[config.mk]
export PLATFORM = sky130hd
export DESIGN_NAME = memmux_scanner
export DESIGN_NICKNAME = d
export VERILOG_FILES = /design/src/rtl/memmux_scanner.sv
export SDC_FILE = /design/constraint.sdc
export NUM_CORES = 1
export LEC_CHECK = 0
export BUFFER_PORTS_ARGS = -buffer_cell sky130_fd_sc_hd__buf_2
export CAP_MARGIN = 25
export CORE_MARGIN = 2
export CORE_UTILIZATION = 40
export CTS_CLUSTER_SIZE = 30
export DETAILED_ROUTE_END_ITERATION = 8
export GPL_TIMING_DRIVEN = 0
export HOLD_SLACK_MARGIN = 0.05
export MAX_ROUTING_LAYER = met4
export PLACE_DENSITY = 0.68
export SETUP_SLACK_MARGIN = 0.02
export SKIP_CTS_REPAIR_TIMING = 1
export SYNTH_ARGS = -nofsm -noshare
export SYNTH_HDL_FRONTEND = slang
export SYNTH_SLANG_ARGS = --single-unit
[constraint.sdc]
create_clock -name clk -period 3.1 [get_ports clk]
set_input_delay 0.155 -clock clk [delete_from_list [all_inputs] [get_ports clk]]
set_output_delay 0.155 -clock clk [all_outputs]
set_load 0.01 [all_outputs]
[src/rtl/memmux_scanner.sv]
// rtl/memmux_scanner.sv - scan-out address generator, pixel register and frame-boundary buffer swap
module memmux_scanner #(
   parameter int ADDR_WIDTH = 8,
   parameter int DATA_WIDTH = 8,
   parameter int DEPTH      = 256
) (
   input  logic                  clk,
   input  logic                  rst,
   input  logic                  pix_en,
   output logic [ADDR_WIDTH-1:0] mADDR_V,
   input  logic [DATA_WIDTH-1:0] mDATA_V,
   output logic                  switch,
   input  logic                  swap_req,
   output logic                  swap_ack,
   output logic [DATA_WIDTH-1:0] pix_data,
   output logic                  pix_valid,
   output logic                  frame_start
);

   localparam logic [ADDR_WIDTH-1:0] lastAddr = ADDR_WIDTH'(DEPTH - 1);

   logic [ADDR_WIDTH-1:0] scanAddr;
   logic                  lastPix;
   logic                  swapEvent;

   assign lastPix = (scanAddr == lastAddr);
   // Ack gating keeps a held request from swapping twice on back-to-back frame ends (DEPTH=1).
   assign swapEvent = pix_en && lastPix && swap_req && !swap_ack;
   assign mADDR_V = scanAddr;

   always_ff @(posedge clk or posedge rst) begin
      if (rst) begin
         scanAddr    <= '0;
         switch      <= 1'b0;
         swap_ack    <= 1'b0;
         pix_data    <= '0;
         pix_valid   <= 1'b0;
         frame_start <= 1'b0;
      end else begin
         swap_ack <= swapEvent;
         if (swapEvent)
            switch <= ~switch;
         if (pix_en) begin
            pix_data    <= mDATA_V;
            pix_valid   <= 1'b1;
            frame_start <= (scanAddr == '0);
            scanAddr    <= lastPix ? '0 : scanAddr + ADDR_WIDTH'(1);
         end else begin
            pix_valid   <= 1'b0;
            frame_start <= 1'b0;
         end
      end
   end

endmodule

==> results of run 1 <==
==> stage by stage <==
stage / util (%) / cell area, um^2 / setup WS [ns]
after floorplan: - / 878.3 / 1.742
after global placement: 52.78 / 1067 / 1.715
after detailed placement: 52.78 / 1067 / 1.694
after CTS: 55.38 / 1120 / 1.660
after global routing: 56.37 / 1140 / 1.580
final: 56.37 / 1140 / 1.656
==> worst max path at each step <==
stage / startpoint / cells after the start / end / slack [ns]
6_report: pix_en / 6 / mADDR_V[7] / 1.66
5_1_grt: mADDR_V[1] / 4 / mADDR_V[0] / 1.58
4_1_cts: mADDR_V[1] / 4 / mADDR_V[7] / 1.66
3_5_place_dp: mADDR_V[1] / 4 / mADDR_V[7] / 1.69
3_3_place_gp: mADDR_V[1] / 4 / mADDR_V[7] / 1.71
2_1_floorplan: mADDR_V[0] / 4 / mADDR_V[7] / 1.74
==> routing by layer <==
layer | track usage (%) | vias to the layer above | part of all wire, %
met5 | - | - | 0
met4 | 1.802 | 0 | 0.12
met3 | 5.848 | 2 | 7.8
met2 | 23.03 | 43 | 47
met1 | 18.30 | 320 | 45
li1 | - | 326 | -
==> logic make-up after synthesis <==
logic type,Yosys count,share of synthesized area (%)
compound gates,10,7.408
xor+xnor,4,3.989
fa+ha+maj,2,2.849
buf+inv,7,3.561
flops,20,56.98
mux,8,10.26
simple gates,19,14.96
==> power breakdown <==
| part | switching, mW | total, mW | internal (mW) |
|---|---|---|---|
| registers | 0.0718 | 0.380 | 0.308 |
| logic | 0.107 | 0.199 | 0.0919 |
| clock network | 0.0799 | 0.211 | 0.131 |
| total | 0.259 | 0.789 | 0.530 |
==> state kept, by name, indices dropped and copies added (netlist names) <==
| name | cells |
|---|---|
| mADDR_V | 8 |
| pix_data | 8 |
| frame_start | 1 |
| pix_valid | 1 |
| swap_ack | 1 |
| switch | 1 |
==> synth_stat cells <==
cell	count	area, um^2
nor4_1	1	6.260
buf_4	1	7.510
xnor2_1	2	17.52
inv_1	5	18.77
nor2_1	1	3.750
a41oi_1	1	8.760
ha_1	2	25.02
nor4b_1	1	8.760
a31oi_1	1	6.260
and4_1	1	8.760
mux2_2	8	90.09
a21o_1	1	7.510
nor3_1	2	10.01
buf_2	1	5.000
nand4_1	4	25.02
a211o_1	1	8.760
or3_1	1	6.260
o21ai_0	5	25.02
xor2_1	2	17.52
o311ai_0	1	8.760
nor4_4	1	21.27
dfrtp_1	20	500.5
nand3_1	1	5.000
nand3_2	1	10.01
nand2_1	4	15.01
nand2_4	1	11.26
==> area by class of cell <==
type,instances,area (um^2),area share [%]
Inverter,5,18.77,1.647
Clock buffer,3,22.52,1.976
Multi-Input combinational cell,43,346.6,30.41
Clock inverter,1,30.03,2.634
Sequential cell,20,500.5,43.91
Timing Repair Buffer,33,175.2,15.37
Buffer,2,12.51,1.098
Tap cell,27,33.78,2.964
==> run metrics, run 1 <==
status completed; vias in the first global route approximately 650; Cell Count Post-Placement ~130; Clock Latency Late Sink about 0.30 ns; worst rel slew slack a little over half; VDD IR max approximately 0.42 mV; hold wc startpoint mDATA_V[5]; hold path depth 2; reg-to-reg endpoint mADDR_V[7]; critical-path maximum fanout 10; nets@finish approximately 120; Critical R2R Launch mADDR_V[1]; TritonCTS clock tree built; Boundary Pins 32; # DRC 0; element type at the critical path start input pin; Worst Reg-to-Reg Cells 4; share of post-route cells with drive strength above 1 between 40% and 50%; grt ovf 0; die area roughly 0.0026 mm^2; Die Ht between 50 and 60 um; gpl congestion about 0.82; crit-path max cell delay roughly 0.52 ns; wire length of the first global-routing pass between 2 and 3 mm; post-synthesis sequential area ratio between 50% and 60%; TritonCTS Buffers 3; initial antenna violation count 0; Core Rows 16; setup TNS 0 ns; slew at the pin closest to its max-slew limit a little over 0.7 ns; commonest non-fill, non-tap cell in the layout buf_2; Slew Limit Fails 0; Hold Vio Cnt, Final 0; H-tree depth 1; clock slew at reported path FFs 0.12 ns; final antenna-violating net count 0; kind of critical path input pin to flip-flop; Area growth syn-to-layout 29.77%; Slowest-stage cell, CP dlygate4sd3_1; HPWL after DPL between 1 and 1.5 mm; Via-to-Cell Ratio slightly above 5; Critical Path RT ~3.3 ns; core area 0.002022 mm^2; fin crit share 46.59%; final setup vio count 0; Critical Path AT ~1.6 ns; Synth Instances 70; Die W a little over 50 um; initial drt markers 6; Tmin final roughly 1.4 ns; root buf cell clkbuf_4; Setup crit end kind flip-flop; top cell family by delay on the critical path buffers and inverters; Num Clock Sinks 20; post-synth cell types 26; syn_area_per_cell 12.55 um^2; cell area after synthesis a little under 900 um^2; P_leak approximately 0.56 nW; reg-to-reg setup timing slack ~1.7 ns; Design Power between 700 and 800 uW; ant diodes 0; initial cell density of the core 43.44%; fin cells between 100 and 150; power per cell area between 600 and 700 mW/mm^2; I/O Buffers 31; CP cell instances dlygate4sd3_1, buf_2, buf_4, nand4_1, a211o_1, a21o_1; maxcap violations 0; drt pass-1 iters 4; Ys Warns 0; worst hold-check path type input pin to flip-flop; commonest cells after routing, fill and taps aside buf_2, dfrtp_1, mux2_2; Net Count, Synth 84; Crit path buffers/inverters 3; Clock Tree Buf Depth 2; RSZ-0062 raised after global routing false; largest net degree at the start of global routing 21; Fmax just under 700 MHz; Hold Path End pix_data[5]; total wire length between 1.5 and 2 mm; fillcell total 188; vias approximately 690; wire per inst 12.41 um; final clock skew roughly 0.0061 ns; GRT Total Usage about 15%; Hold WS ~0.077 ns; post-synthesis register bit count 20
Note: power is estimated with default switching activity, not from simulation.
==> inputs of run 2 (changes only) <==
Clock period 3.1 ns to 1.35 ns, I/O delays scaled along.
==> run 2 against run 1 <==
Effect of this change: via count grew 0.58%; clock skew increased by 0.0039 ns; clock power up 36%; hold slack better by 0.0081 ns; final area grew 7.6%; sequential share of layout area fell by 2.7 points; utilization is 4.3 points higher; die area unchanged; first-iteration DRC count shrank 67%; non-clock buffer count increased by 8; worst setup slack got worse by 1.6 ns; global-route usage fell by 0.36 points; critical endpoint is now mADDR_V[0]; largest cell class unchanged; largest power group unchanged.
==> run metrics, run 2 (same netlist as run 1, synthesis figures left out) <==
P_leak 0.5787 nW (was 0.5614 nW); grt ovf 0 (unchanged); CP Launch Point mADDR_V[1] (was pix_en); Critical Path RT 1.53 ns (was 3.30 ns); worst hold-check path type input pin to flip-flop (unchanged); Final Util 60.64% (was 56.37%); share of post-route cells with drive strength above 1 46.09% (was 44.86%); VDD IR max 0.9988 mV (was 0.4192 mV); initial antenna violation count 0 (unchanged); CP cell instances ha_4, nand4_1, o311ai_2, o21ai_1 (was dlygate4sd3_1, buf_2, buf_4, nand4_1, a211o_1, a21o_1); crit-path max cell delay 0.45 ns (was 0.52 ns); hold wc startpoint swap_req (was mDATA_V[5]); initial cell density of the core 43.44% (unchanged); Core Rows 16 (unchanged); top cell family by delay on the critical path flip-flops (was buffers and inverters); setup TNS 0 ns (unchanged); wire length of the first global-routing pass 2.608 mm (was 2.773 mm); gpl congestion 0.8104 (was 0.8192); final clock skew 0.01001 ns (was 0.006108 ns); TritonCTS clock tree built (unchanged); H-tree depth 1 (unchanged); critical-path maximum fanout 6 (was 10); status completed (unchanged); final antenna-violating net count 0 (unchanged); Clock Latency Late Sink 0.30 ns (about the same); Die Ht 50.86 um (unchanged); Hold Path End swap_ack (was pix_data[5]); Area growth syn-to-layout 39.60% (was 29.77%); Fmax around 740 MHz; RSZ-0062 raised after global routing true (was false); core area 0.002022 mm^2 (unchanged); fin crit share 99.46%; Hold Vio Cnt, Final 0 (unchanged); Critical R2R Launch mADDR_V[1] (unchanged); Clock Tree Buf Depth 2 (unchanged); Via-to-Cell Ratio 4.894 (was 5.157); footprint of the multi-input gates 374.1 um^2 (was 346.6 um^2); initial drt markers 2 (was 6); largest net degree at the start of global routing 21 (unchanged); GRT Total Usage 14.19% (was 14.55%); final setup vio count 0 (unchanged); fillcell total 174 (was 188); Boundary Pins 32 (unchanged); total wire length 1.893 mm (was 1.663 mm); ant diodes 0 (unchanged); power per cell area 1375 mW/mm^2 (was 692.1 mW/mm^2); slew at the pin closest to its max-slew limit 0.7361 ns (was 0.7166 ns); reg-to-reg endpoint mADDR_V[0] (was mADDR_V[7]); Critical Path AT 1.52 ns (was 1.64 ns); commonest non-fill, non-tap cell in the layout buf_2 (unchanged); reg-to-reg setup timing slack 0.007 ns (was 1.66 ns); clock slew at reported path FFs 0.11 ns (was 0.12 ns); Design Power 1.687 mW (was 788.9 uW); Worst Reg-to-Reg Cells 4 (unchanged); Register Area 505.5 um^2 (was 500.5 um^2); Die W 50.86 um (unchanged); drt pass-1 iters 2 (was 4); TritonCTS Buffers 3 (unchanged); Slew Limit Fails 0 (unchanged); I/O Buffers 31 (unchanged); worst rel slew slack 50.87% (was 52.17%); kind of critical path flip-flop to flip-flop (was input pin to flip-flop); hold path depth 3 (was 2); commonest cells after routing, fill and taps aside buf_2, dfrtp_1, dlygate4sd3_1 (was buf_2, dfrtp_1, mux2_2); wire per inst 13.33 um (was 12.41 um); Num Clock Sinks 20 (unchanged); Setup crit end kind flip-flop (unchanged); maxcap violations 0 (unchanged); element type at the critical path start flip-flop (was input pin); Crit path buffers/inverters 0 (was 3); nets@finish 130 (was 122); Slowest-stage cell, CP dfrtp_2 (was dlygate4sd3_1); HPWL after DPL 1.174 mm (was 1.240 mm); vias 695 (was 691); Tmin final 1.343 ns; # DRC 0 (unchanged); vias in the first global route 581 (was 651); die area 0.002587 mm^2 (unchanged); root buf cell clkbuf_4 (unchanged)
==> run 2: changes by cell type in the layout (fill, tap and decap cells not counted), sizes merged <==
cell / previous run / this run
bufinv: 1 / 0
dlygate4sd3: 2 / 10
clkbuf: 3 / 4
==> run 2: cell type report <==
cell class / instances / area share [%]
plain buffers: 2 / 1.020
multi-input cells: 43 / 30.51
clock buffers: 4 / 2.143
flip-flops and latches: 20 / 41.22
well taps: 27 / 2.755
repair buffers: 41 / 20.82
inverters: 5 / 1.531
==> run 2: worst register-to-register path: stages (launching register included) <==
cell and delay (ns):
dfrtp_2 0.45, ha_4 0.18, nand4_1 0.16, o311ai_2 0.34, o21ai_1 0.11
==> run 2: per-layer routing <==
metal,routed length (um),GRT usage [%],part of all wire (%)
met5,0,-,0
met4,7,6.306,0.37
met3,99,4.386,5.2
met2,943,19.52,50
met1,842,19.31,44
==> run 2: report_power, final <==
part           internal (mW)  switching (mW)  total [mW]
registers              0.717           0.184       0.900
logic                  0.239           0.259       0.498
clock network          0.115           0.173       0.288
==> run 2: worst max path at each step <==
stage | end | slack, ns | cells after the start
after floorplan | mADDR_V[7] | 0.06 | 4
after global placement | mADDR_V[7] | 0.03 | 4
after detailed placement | mADDR_V[7] | 0.02 | 4
after CTS | mADDR_V[7] | 0.004 | 4
after global routing | mADDR_V[0] | -0.08 | 4
final | mADDR_V[0] | 0.007 | 4
==> run 2: through the flow <==
stage / instance area, um^2 / worst slack, ns / cells / hold WS (ns)
2_1_floorplan: 883.3 / 0.05625 / 70 / 0.03119
3_3_place_gp: 1072 / 0.02778 / 128 / 0.1929
3_5_place_dp: 1072 / 0.02366 / 128 / 0.1902
4_1_cts: 1099 / 0.004093 / 132 / -0.1243
5_1_grt: 1226 / -0.08089 / 142 / 0.08599
6_report: 1226 / 0.007290 / 142 / 0.08548
==> inputs of run 3 (changes only) <==
Settings changed: PLACE_DENSITY 0.68 to not set, PLACE_DENSITY_LB_ADDON set to 0.05.
==> run 3 against run 2 <==
Effect of this change: routed wire length is 6.2% lower; critical path depth up 1; register-to-register slack better by 0.03 ns; largest power group unchanged; global-route usage is 1.2 points higher; final area increased by 1.7%; sequential power down 1%; non-clock buffer count is 2 higher; worst setup slack improved by 0.033 ns; largest cell class unchanged; flip-flop and latch count is the same; clock-buffer cell count did not move; highest routed layer unchanged; via count is 2.9% higher; clock skew down 0.0069 ns.
==> run metrics, run 3 (same netlist as run 1, synthesis figures left out) <==
Critical Path RT 1.59 ns (was 1.53 ns); hold path depth 3 (unchanged); Net Sw Power 625.1 uW (was 615.8 uW); Setup crit end kind flip-flop (unchanged); critical-path maximum fanout 4 (was 6); reg-to-reg endpoint frame_start (was mADDR_V[0]); Core Rows 16 (unchanged); Hold Path End swap_ack (unchanged); slew at the pin closest to its max-slew limit 0.7304 ns (was 0.7361 ns); Via-to-Cell Ratio 4.965 (was 4.894); TritonCTS Buffers 3 (unchanged); total wire length 1.776 mm (was 1.893 mm); Slew Limit Fails 0 (unchanged); CP Launch Point mADDR_V[0] (was mADDR_V[1]); commonest cells after routing, fill and taps aside buf_2, dfrtp_1, dlygate4sd3_1 (unchanged); final antenna-violating net count 0 (unchanged); reg-to-reg setup timing slack 0.04 ns (was 0.007 ns); clock slew at reported path FFs 0.11 ns (about the same); Clock Latency Late Sink 0.29 ns (was 0.30 ns); Die Ht 50.86 um (unchanged); Num Clock Sinks 20 (unchanged); largest net degree at the start of global routing 21 (unchanged); fin cells 144 (was 142); Final Util 61.70% (was 60.64%); fin crit share 96.99% (was 99.46%); H-tree depth 1 (unchanged); share of post-route cells with drive strength above 1 47.01% (was 46.09%); Hold Vio Cnt, Final 0 (unchanged); wire length of the first global-routing pass 2.863 mm (was 2.608 mm); drt pass-1 iters 4 (was 2); initial antenna violation count 0 (unchanged); Critical R2R Launch mADDR_V[0] (was mADDR_V[1]); initial cell density of the core 43.44% (unchanged); final clock skew 0.003092 ns (was 0.01001 ns); Area growth syn-to-layout 42.02% (was 39.60%); grt ovf 0 (unchanged); Critical Path AT 1.55 ns (was 1.52 ns); initial drt markers 9 (was 2); ant diodes 0 (unchanged); root buf cell clkbuf_4 (unchanged); part of the power in registers 50.2% (was 53.4%); GRT Total Usage 15.35% (was 14.19%); element type at the critical path start flip-flop (unchanged); Logic pwr share 30.5% (was 29.5%); I/O Buffers 31 (unchanged); HPWL after DPL 1.244 mm (was 1.174 mm); Worst Reg-to-Reg Cells 5 (was 4); Tmin final 1.309 ns (was 1.343 ns); footprint of the multi-input gates 366.6 um^2 (was 374.1 um^2); vias 715 (was 695); fillcell total 187 (was 174); core area 0.002022 mm^2 (unchanged); Boundary Pins 32 (unchanged); commonest non-fill, non-tap cell in the layout buf_2 (unchanged); VDD IR max 0.8395 mV (was 0.9988 mV); Fmax 763.7 MHz (was 744.8 MHz); wire per inst 12.33 um (was 13.33 um); Clock Tree Buf Depth 2 (unchanged); RSZ-0062 raised after global routing true (unchanged); gpl congestion 0.7914 (was 0.8104); status completed (unchanged); clock group share of total power 19.3% (was 17.1%); Sw Share 35.34% (was 36.51%); worst hold-check path type input pin to flip-flop (unchanged); Register Area 505.5 um^2 (unchanged); kind of critical path flip-flop to flip-flop (unchanged); P_leak 0.5943 nW (was 0.5787 nW); Design Power 1.769 mW (was 1.687 mW); TritonCTS clock tree built (unchanged); maxcap violations 0 (unchanged); final setup vio count 0 (unchanged); hold wc startpoint swap_req (unchanged); die area 0.002587 mm^2 (unchanged); # DRC 0 (unchanged); power per cell area 1418 mW/mm^2 (was 1375 mW/mm^2); Cell Count Post-Placement 128 (unchanged); Die W 50.86 um (unchanged); nets@finish 132 (was 130); Pint 1.144 mW (was 1.071 mW); worst rel slew slack 51.25% (was 50.87%); vias in the first global route 662 (was 581)
[run 3: cell types whose count changed in the layout (fill, tap and decap cells not counted), sizes merged]
cell,before,now
buf,33,35
[run 3: per-layer routing]
metal | global-route usage (%) | wire length (um) | vias up
met1 | 16.79 | 805 | 341
li1 | - | - | 346
met2 | 26.54 | 857 | 24
met3 | 4.094 | 84 | 4
met5 | - | 0 | -
met4 | 6.306 | 28 | 0
[run 3: power by group through the flow]
stage | registers, mW | clock network [mW] | logic, mW
after floorplan | 0.917 | 0 | 0.232
after global placement | 0.885 | 0 | 0.450
after detailed placement | 0.892 | 0 | 0.459
after CTS | 0.880 | 0.354 | 0.461
after global routing | 0.907 | 0.382 | 0.594
final | 0.888 | 0.341 | 0.540
[run 3: through the flow]
step / area (um^2) / hold slack, ns / setup slack, ns / TNS [ns]
CTS: 1109 / -0.1059 / -0.0008611 / -0.0008611
finish: 1247 / 0.07509 / 0.04058 / 0
detailed placement: 1072 / 0.2069 / 0.01497 / 0
global placement: 1072 / 0.1903 / 0.02197 / 0
floorplan: 883.3 / 0.03119 / 0.05625 / 0
global route: 1247 / 0.08229 / 0.008645 / 0
[run 3: worst max-delay path by stage]
stage | cells after the start | end
floorplan | 4 | mADDR_V[7]
global placement | 4 | mADDR_V[7]
detailed placement | 4 | mADDR_V[7]
CTS | 4 | mADDR_V[7]
global route | 5 | frame_start
finish | 5 | frame_start
[run 3: area by class of cell]
type / count / area share (%)
buffer: 2 / 1.003
clock buffer: 4 / 2.909
inverter: 5 / 1.505
multi-input combinational: 43 / 29.39
sequential: 20 / 40.52
tap: 27 / 2.708
timing repair buffer: 43 / 21.97
[run 3: critical path, stage by stage (launching register included)]
cell and delay (ns):
dfrtp_2 0.44, buf_4 0.15, inv_1 0.08, ha_1 0.15, nor4b_1 0.21, and4_1 0.22
